`src/rtl/alpha_arb_pkg.sv`:
```
// Shared types and packet field positions for the alpha memory-port arbiter.
package alpha_arb_pkg;

  // Default packet width; field positions are given relative to this width
  // and re-based onto the actual PKT_W by the users of the package.
  localparam int unsigned PKT_BITS      = 34;
  localparam int unsigned PKT_VALID_BIT = PKT_BITS - 1;
  localparam int unsigned PKT_RESP_BIT  = PKT_BITS - 2;

  typedef enum logic {
    ARB  = 1'b0,
    BUSY = 1'b1
  } arb_state_t;

  typedef logic master_id_t;

endpackage

```
`src/rtl/alpha_tag_fifo.sv`:
```
// Owner-tag FIFO: remembers which master issued each outstanding read so
// responses can be routed back in order.
module alpha_tag_fifo #(
  parameter int unsigned DEPTH = 4,
  parameter int unsigned WIDTH = 1
) (
  input  logic                     clk,
  input  logic                     reset,
  input  logic                     push,
  input  logic                     pop,
  input  logic [WIDTH-1:0]         din,
  output logic [WIDTH-1:0]         dout,
  output logic                     full,
  output logic                     empty,
  output logic [$clog2(DEPTH):0]   count
);

  localparam int unsigned AW = $clog2(DEPTH);

  logic [AW-1:0]    wr_ptr_q, wr_ptr_d;
  logic [AW-1:0]    rd_ptr_q, rd_ptr_d;
  logic [AW:0]      count_q, count_d;
  logic [WIDTH-1:0] mem_q [DEPTH];
  logic             do_push;
  logic             do_pop;

  assign full    = (count_q == (AW+1)'(DEPTH));
  assign empty   = (count_q == '0);
  assign count   = count_q;
  assign dout    = mem_q[rd_ptr_q];
  // A push into a full FIFO is only taken when a pop frees a slot that cycle.
  assign do_push = push & (~full | pop);
  assign do_pop  = pop & ~empty;

  // Next pointer/occupancy; pointers wrap naturally since DEPTH is a power of 2.
  always_comb begin
    wr_ptr_d = wr_ptr_q;
    rd_ptr_d = rd_ptr_q;
    count_d  = count_q;
    if (do_push) wr_ptr_d = wr_ptr_q + AW'(1);
    if (do_pop)  rd_ptr_d = rd_ptr_q + AW'(1);
    case ({do_push, do_pop})
      2'b10:   count_d = count_q + (AW+1)'(1);
      2'b01:   count_d = count_q - (AW+1)'(1);
      default: count_d = count_q;
    endcase
  end

  // Pointer and occupancy registers.
  always_ff @(posedge clk or posedge reset) begin
    if (reset) begin
      wr_ptr_q <= '0;
      rd_ptr_q <= '0;
      count_q  <= '0;
    end else begin
      wr_ptr_q <= wr_ptr_d;
      rd_ptr_q <= rd_ptr_d;
      count_q  <= count_d;
    end
  end

  // Tag storage; contents are don't-care until written.
  always_ff @(posedge clk) begin
    if (do_push) mem_q[wr_ptr_q] <= din;
  end

endmodule

```
`src/rtl/alpha_mem_arbiter.sv`:
```
// Two-master round-robin arbiter for the core-to-peripheral packet port,
// with in-order response routing through an owner-tag FIFO.
module alpha_mem_arbiter
  import alpha_arb_pkg::*;
#(
  parameter int unsigned PKT_W = PKT_BITS,
  parameter int unsigned OUTST = 4
) (
  input  logic                     clk,
  input  logic                     reset,
  input  logic [PKT_W-1:0]         m0_req_pkt_xx,
  output logic                     m0_req_ack_xx,
  output logic [PKT_W-1:0]         m0_resp_pkt_xx,
  input  logic [PKT_W-1:0]         m1_req_pkt_xx,
  output logic                     m1_req_ack_xx,
  output logic [PKT_W-1:0]         m1_resp_pkt_xx,
  output logic [PKT_W-1:0]         mem_req_pkt_xx,
  input  logic                     mem_req_ack_xx,
  input  logic [PKT_W-1:0]         mem_resp_pkt_xx,
  output logic [$clog2(OUTST):0]   outst_cnt,
  output logic                     err_unexp_resp
);

  // Field positions re-based from the package default width onto PKT_W.
  localparam int unsigned V_BIT = PKT_W - PKT_BITS + PKT_VALID_BIT;
  localparam int unsigned R_BIT = PKT_W - PKT_BITS + PKT_RESP_BIT;

  arb_state_t       state_q, state_d;
  master_id_t       grant_q, grant_d;
  master_id_t       rr_q, rr_d;
  logic             err_q, err_d;

  logic             tag_push;
  logic             tag_pop;
  logic [0:0]       tag_din;
  logic [0:0]       tag_head;
  logic             tag_full;
  logic             tag_empty;
  logic             elig0;
  logic             elig1;
  logic             resp_v;
  logic [PKT_W-1:0] sel_pkt;

  // A master may win only if its read would still fit in the tag FIFO.
  assign elig0   = m0_req_pkt_xx[V_BIT] & (~m0_req_pkt_xx[R_BIT] | ~tag_full);
  assign elig1   = m1_req_pkt_xx[V_BIT] & (~m1_req_pkt_xx[R_BIT] | ~tag_full);
  assign sel_pkt = grant_q ? m1_req_pkt_xx : m0_req_pkt_xx;
  assign tag_din = grant_q;

  // Arbitration FSM next-state, request pass-through and accept pulses.
  always_comb begin
    state_d        = state_q;
    grant_d        = grant_q;
    rr_d           = rr_q;
    mem_req_pkt_xx = '0;
    m0_req_ack_xx  = 1'b0;
    m1_req_ack_xx  = 1'b0;
    tag_push       = 1'b0;
    case (state_q)
      ARB: begin
        if (elig0 && elig1) begin
          grant_d = rr_q;
          rr_d    = ~rr_q;
          state_d = BUSY;
        end else if (elig0) begin
          grant_d = 1'b0;
          state_d = BUSY;
        end else if (elig1) begin
          grant_d = 1'b1;
          state_d = BUSY;
        end
      end
      BUSY: begin
        mem_req_pkt_xx = sel_pkt;
        if (grant_q) m1_req_ack_xx = mem_req_ack_xx;
        else         m0_req_ack_xx = mem_req_ack_xx;
        if (mem_req_ack_xx) begin
          state_d  = ARB;
          tag_push = sel_pkt[V_BIT] & sel_pkt[R_BIT];
        end
      end
      default: state_d = ARB;
    endcase
  end

  // Response routing to the owner at the FIFO head; orphans raise the error.
  always_comb begin
    resp_v         = mem_resp_pkt_xx[V_BIT];
    tag_pop        = resp_v & ~tag_empty;
    m0_resp_pkt_xx = '0;
    m1_resp_pkt_xx = '0;
    err_d          = err_q | (resp_v & tag_empty);
    if (tag_pop) begin
      if (tag_head == 1'b0) m0_resp_pkt_xx = mem_resp_pkt_xx;
      else                  m1_resp_pkt_xx = mem_resp_pkt_xx;
    end
  end

  // FSM, grant, round-robin pointer and sticky error registers.
  always_ff @(posedge clk or posedge reset) begin
    if (reset) begin
      state_q <= ARB;
      grant_q <= 1'b0;
      rr_q    <= 1'b0;
      err_q   <= 1'b0;
    end else begin
      state_q <= state_d;
      grant_q <= grant_d;
      rr_q    <= rr_d;
      err_q   <= err_d;
    end
  end

  assign err_unexp_resp = err_q;

  alpha_tag_fifo #(
    .DEPTH (OUTST),
    .WIDTH (1)
  ) u_tag_fifo (
    .clk   (clk),
    .reset (reset),
    .push  (tag_push),
    .pop   (tag_pop),
    .din   (tag_din),
    .dout  (tag_head),
    .full  (tag_full),
    .empty (tag_empty),
    .count (outst_cnt)
  );

endmodule

```
`config.mk`:
```
export PLATFORM = sky130hd
export DESIGN_NAME = alpha_mem_arbiter
export DESIGN_NICKNAME = d
export VERILOG_FILES = /design/src/rtl/alpha_arb_pkg.sv /design/src/rtl/alpha_tag_fifo.sv /design/src/rtl/alpha_mem_arbiter.sv
export SDC_FILE = /design/constraint.sdc
export NUM_CORES = 1
export LEC_CHECK = 0
export CAP_MARGIN = 20
export CORE_UTILIZATION = 25
export CTS_CLUSTER_DIAMETER = 30
export DETAILED_ROUTE_END_ITERATION = 10
export GPL_TIMING_DRIVEN = 0
export PLACE_DENSITY = 0.87
export SKIP_CTS_REPAIR_TIMING = 1
export SLEW_MARGIN = 40
export SYNTH_ARGS = -nofsm -noshare
export SYNTH_HDL_FRONTEND = slang
export SYNTH_SLANG_ARGS = --single-unit
```
`constraint.sdc`:
```
create_clock -name clk -period 2.1 [get_ports clk]
set_clock_uncertainty 0.05 [all_clocks]
set_input_delay 0.42 -clock clk [delete_from_list [all_inputs] [get_ports clk]]
set_output_delay 0.42 -clock clk [all_outputs]
set_load 0.1 [all_outputs]
```
==> impl_metrics.env, run 1 <==
export IMPL_ys_warn_count=0
export IMPL_tightest_slew_ps=499.4
export IMPL_mostFrequentLayoutCells="100 x clkdlybuf4s50_1, 63 x nor2_4, 46 x buf_12"
export IMPL_cts_buffers=3
export IMPL_drv_cap=0
export IMPL_grt_max_degree=12
export IMPL_dp_hpwl_mm=6.969
export IMPL_cp_end_kind="output pin"
export IMPL_cts_root_buf="clkbuf_8"
export IMPL_wire_per_inst_um=18.58
export IMPL_io_buffers=212
export IMPL_fin_crit_ps=2431
export IMPL_status="finished with violations"
export IMPL_syn_area_um2=1820
export IMPL_clkSlewWorstSetupHoldPaths_ps=60
export IMPL_violations="negative setup slack"
export IMPL_clock_latency_ps=250
export IMPL_place_area_um2=4300
export IMPL_drv_slew=0
export IMPL_initial_core_util_pct=26.36
export IMPL_layout_commonest_cell="clkdlybuf4s50_1"
export IMPL_core_um2=6907
export IMPL_worst_path_max_fanout=6
export IMPL_wirelength_mm=10.80
export IMPL_final_core_util_pct=82.70
export IMPL_synth_seq_area_share_pct=21.72
export IMPL_rsz0062_at_grt="true"
export IMPL_antenna_found_initial=0
export IMPL_synth_area_per_cell_um2=7.196
export IMPL_gp_congestion=0.7443
export IMPL_syn_instance_count=253
export IMPL_yosys_register_bits=15
export IMPL_hold_violations=0
export IMPL_post_route_period_util_pct=115.8
export IMPL_vias=2826
export IMPL_h_tree_depth=1
export IMPL_syn_nets=364
export IMPL_dp_cells=561
export IMPL_clk_path_buf_depth=2
export IMPL_grt_use_total_pct=20.05
export IMPL_die_x_um=87.34
export IMPL_overflow=0
export IMPL_cts_sinks=15
export IMPL_area_growth_syn_to_layout_pct=213.7
export IMPL_viasPerCell=4.864
export IMPL_design_area_um2=5712
export IMPL_dr_pass1_iters=4
export IMPL_fillCellCount=325
export IMPL_grt_pass1_wl_mm=12.01
export IMPL_hp_class="primary input to asynchronous set/reset pin"
export IMPL_fmax_ghz=0.4113
export IMPL_critical_path_class="flip-flop to output pin"
export IMPL_final_nets=597
export IMPL_die_area_um2=7627
export IMPL_worst_slack_ps=-331.2
export IMPL_instances_no_fill=581
export IMPL_n_antenna_cell=0
export IMPL_top_level_ports=213
export IMPL_cts_tree="yes"
export IMPL_drc=0
export IMPL_setup_violations_final=68
export IMPL_relSlewSlack_pct=66.93
export IMPL_ant_nets=0
export IMPL_drtIter0Drc=46
export IMPL_rows=30
export IMPL_grt_pass1_vias=2587
export IMPL_cp_required_ps=1630
export IMPL_r2r_cells=10
export IMPL_synth_cell_types=31
export IMPL_fp_dieH_um=87.34
export IMPL_cp_start_kind="flip-flop"
export IMPL_drive_gt1_share_pct=61.65
export IMPL_arrival_ps=1960
area by class of cell:
class                           instances  area, um^2  share of cell area [%]
Sequential cell                        15       407.9                   7.141
Tap cell                               96       120.1                   2.103
Timing Repair Buffer                  228        2660                   46.57
Clock buffer                            3       41.29                  0.7229
Multi-Input combinational cell        208        2167                   37.94
Clock inverter                          1       5.005                 0.08762
Inverter                                8       33.78                  0.5915
Buffer                                 22       276.5                   4.841
kinds of logic (layout without fill, tap and decap cells):
| logic type | after synthesis | after routing | share of synthesized area [%] |
|---|---|---|---|
| AOI/OAI and AO/OA | 5 | 5 | 2.131 |
| xor gates and xnor gates | 7 | 7 | 3.368 |
| adders and majority gates | 6 | 6 | 4.536 |
| buffers and inverters | 30 | 262 | 7.148 |
| DFF | 15 | 15 | 21.72 |
| muxes | 37 | 37 | 21.10 |
| and+or+nand+nor | 153 | 153 | 40.00 |
through the flow:
stage / setup WS [ps] / setup TNS (ps) / hold slack [ps]
6_report: -331.2 / -19490 / 405.8
5_1_grt: -389.7 / -23950 / 444.3
4_1_cts: -571.0 / -46350 / 407.0
3_5_place_dp: -619.4 / -35840 / 393.7
3_3_place_gp: -1256 / -115100 / 395.4
2_1_floorplan: -193.0 / -5916 / 222.5
cells in the mapped netlist:
library cell  instances  share of area (%)
nor2_1               69                 14
nand2_1              36                7.4
mux2i_1              35                 19
and3_1               34                 12
clkbuf_1             13                2.7
dfrtp_1              11                 15
buf_2                 8                2.2
inv_1                 7                1.4
and2_1                5                1.7
ha_1                  5                3.4
edfxtp_1              4                6.6
xnor2_1               4                1.9
xor2_1                3                1.4
nor2b_1               2               0.69
a21o_1                1               0.41
a2bb2oi_1             1               0.48
buf_6                 1               0.62
clkinv_1              1               0.21
fa_1                  1                1.1
mux2_1                1               0.62
mux4_2                1                1.2
nand2b_1              1               0.34
nand4b_1              1               0.48
nand4bb_1             1               0.62
nor3_1                1               0.27
nor4_4                1                1.2
nor4b_2               1               0.82
nor4bb_1              1               0.55
o21ai_0               1               0.27
o221ai_1              1               0.48
o31a_1                1               0.48
worst max-delay path: stages, from the launching register on:
cell	delay [ps]
dfrtp_1	400
mux4_2	630
buf_4	200
buf_6	120
and3_4	180
buf_8	170
per-layer routing:
metal / wire, um / vias up / track usage [%]
met5: 0 / - / 0
met4: 330 / 0 / 7.154
met3: 835 / 23 / 4.645
met2: 5747 / 163 / 40.20
met1: 3883 / 1336 / 19.70
li1: - / 1304 / -
state kept, by name (all words and copies together), names as in the netlist:
| register | cells |
|---|---|
| err_unexp_resp | 1 |
| rr_q | 1 |
| state_q | 1 |
| u_tag_fifo.wr_ptr_q | 2 |
| u_tag_fifo.rd_ptr_q | 2 |
| u_tag_fifo.mem_q | 4 |
| u_tag_fifo.count | 3 |
| grant_q | 1 |
worst paths after layout:
check,slack (ps),to,from
setup / recovery,-330,m1_resp_pkt_xx[22],u_tag_fifo.rd_ptr_q[0]
hold / removal,410,u_tag_fifo.wr_ptr_q[0],reset
setup reg to reg,0,u_tag_fifo.count[2],grant_q
hold reg to reg,410,err_unexp_resp,err_unexp_resp
max in group asynchronous,1250,u_tag_fifo.count[2],reset
min in group clk,410,err_unexp_resp,err_unexp_resp
Power of run 1 is left out: the tool's default activity adds up to more than one toggle a clock period on the data nets, which glitch-free logic cannot reach.
==> run 2, diff against run 1 <==
--- a/config.mk
+++ b/config.mk
@@ -10,7 +10,7 @@
 export CTS_CLUSTER_DIAMETER = 30
 export DETAILED_ROUTE_END_ITERATION = 10
 export GPL_TIMING_DRIVEN = 0
-export PLACE_DENSITY = 0.87
+export PLACE_DENSITY = 0.79
 export SKIP_CTS_REPAIR_TIMING = 1
 export SLEW_MARGIN = 40
 export SYNTH_ARGS = -nofsm -noshare
==> impl_metrics.env, run 2 (synthesis gave the netlist of run 1 again) <==
export IMPL_fmax_ghz=0.4149
export IMPL_rows=30
export IMPL_cts_buffers=3
export IMPL_min_delay_start="err_unexp_resp"
export IMPL_holdPathStages=1
export IMPL_cp_end_kind="output pin"
export IMPL_top_register="u_tag_fifo.mem_q"
export IMPL_hold_path_end="err_unexp_resp"
export IMPL_mostFrequentLayoutCells="101 x clkdlybuf4s50_1, 63 x nor2_4, 54 x buf_12"
export IMPL_violations="negative setup slack"
export IMPL_top_level_ports=213
export IMPL_routed_wl_met2_mm=5.725
export IMPL_dr_max_layer_used="met4"
export IMPL_grt_use_total_pct=19.73
export IMPL_grt_pass1_wl_mm=11.93
export IMPL_initial_core_util_pct=26.36
export IMPL_wl_met1_mm=3.516
export IMPL_wire_per_inst_um=17.58
export IMPL_hp_class="flip-flop to flip-flop"
export IMPL_die_x_um=87.34
export IMPL_grt_max_degree=12
export IMPL_largest_register_ffs=4
export IMPL_drv_cap=0
export IMPL_setup_violations_final=69
export IMPL_clock_latency_ps=250
export IMPL_r2r_cells=9
export IMPL_cp_required_ps=1630
export IMPL_tightest_slew_ps=504.0
export IMPL_vias=2749
export IMPL_cts_tree="yes"
export IMPL_overflow=0
export IMPL_dp_hpwl_mm=6.793
export IMPL_rsz0062_at_grt="true"
export IMPL_status="finished with violations"
export IMPL_ant_nets=0
export IMPL_die_area_um2=7627
export IMPL_arrival_ps=1940
export IMPL_fin_crit_ps=2410
export IMPL_drc=0
export IMPL_core_um2=6907
export IMPL_ff2ff_setup_slack_ps=0
export IMPL_cts_sinks=15
export IMPL_fp_dieH_um=87.34
export IMPL_io_buffers=212
export IMPL_drv_slew=0
export IMPL_worst_r2r_endpoint="u_tag_fifo.count[2]"
export IMPL_cts_root_buf="clkbuf_8"
export IMPL_post_route_period_util_pct=114.8
export IMPL_viasPerCell=4.731
export IMPL_clkSlewWorstSetupHoldPaths_ps=60
export IMPL_relSlewSlack_pct=66.63
export IMPL_cp_start_kind="flip-flop"
export IMPL_dr_pass1_iters=4
export IMPL_final_nets=597
export IMPL_drtIter0Drc=48
export IMPL_h_tree_depth=1
export IMPL_worst_slack_ps=-310.1
export IMPL_hold_violations=0
export IMPL_gp_congestion=0.7443
export IMPL_worst_path_max_fanout=10
export IMPL_area_growth_syn_to_layout_pct=218.4
export IMPL_clk_path_buf_depth=2
export IMPL_drive_gt1_share_pct=61.03
export IMPL_layout_commonest_cell="clkdlybuf4s50_1"
export IMPL_critical_path_class="flip-flop to output pin"
export IMPL_antenna_found_initial=0
export IMPL_grt_pass1_vias=2454
export IMPL_final_core_util_pct=83.93
export IMPL_r2r_start="u_tag_fifo.count[2]"
export IMPL_wirelength_mm=10.21
export IMPL_route_met3_wl_um=793
export IMPL_n_antenna_cell=0
run 2: changes by cell type in the layout (fill, tap and decap cells not counted):
cell / delta
buf_4: -16
buf_6: +16
buf_8: -9
buf_12: +8
mux2i_1: +4
mux2i_2: -3
clkbuf_16: +1
clkdlybuf4s50_1: +1
dfrtp_1: -1
dfrtp_2: +1
dlymetal6s2s_1: -1
mux2i_4: -1
run 2: critical path: stages, from the launching register on:
cell and delay [ps]:
dfrtp_1 380, mux4_2 640, buf_8 190, buf_12 160, nor2_4 130, buf_12 190
run 2: per-stage QoR:
step / hold WS, ps / instances / TNS, ps / worst slack, ps / area [um^2]
3_3_place_gp: 395.3 / 561 / -115290 / -1272 / 4837
4_1_cts: 406.0 / 565 / -46340 / -569.3 / 4347
6_report: 403.9 / 581 / -16130 / -310.1 / 5797
3_5_place_dp: 395.9 / 561 / -36220 / -561.2 / 4300
2_1_floorplan: 222.5 / 253 / -5916 / -193.0 / 2595
5_1_grt: 425.2 / 581 / -20230 / -355.1 / 5797
run 2: how the worst max path moves through the flow:
stage / start / end / cells after the start
floorplan: u_tag_fifo.rd_ptr_q[0] / m0_resp_pkt_xx[24] / 4
global placement: mem_resp_pkt_xx[33] / m0_resp_pkt_xx[15] / 7
detailed placement: m0_req_pkt_xx[33] / u_tag_fifo.count[2] / 10
CTS: u_tag_fifo.rd_ptr_q[0] / m0_resp_pkt_xx[24] / 5
global route: u_tag_fifo.rd_ptr_q[0] / m0_resp_pkt_xx[25] / 5
finish: u_tag_fifo.rd_ptr_q[0] / m0_resp_pkt_xx[25] / 5
run 2: routing by layer:
layer / global-route usage (%) / vias to the layer above
li1: - / 1307
met1: 21.24 / 1281
met2: 38.64 / 142
met3: 4.550 / 19
met4: 4.173 / 0
met5: 0 / -
run 2: final cells by class:
class | count | area (um^2)
timing repair buffer | 228 | 2769
multi-input combinational | 208 | 2143
fill | 354 | 1110
sequential | 15 | 409.1
buffer | 22 | 275.3
tap | 96 | 120.1
clock buffer | 3 | 41.29
inverter | 8 | 33.78
clock inverter | 1 | 5.005
Power of run 2 is left out for the same reason.
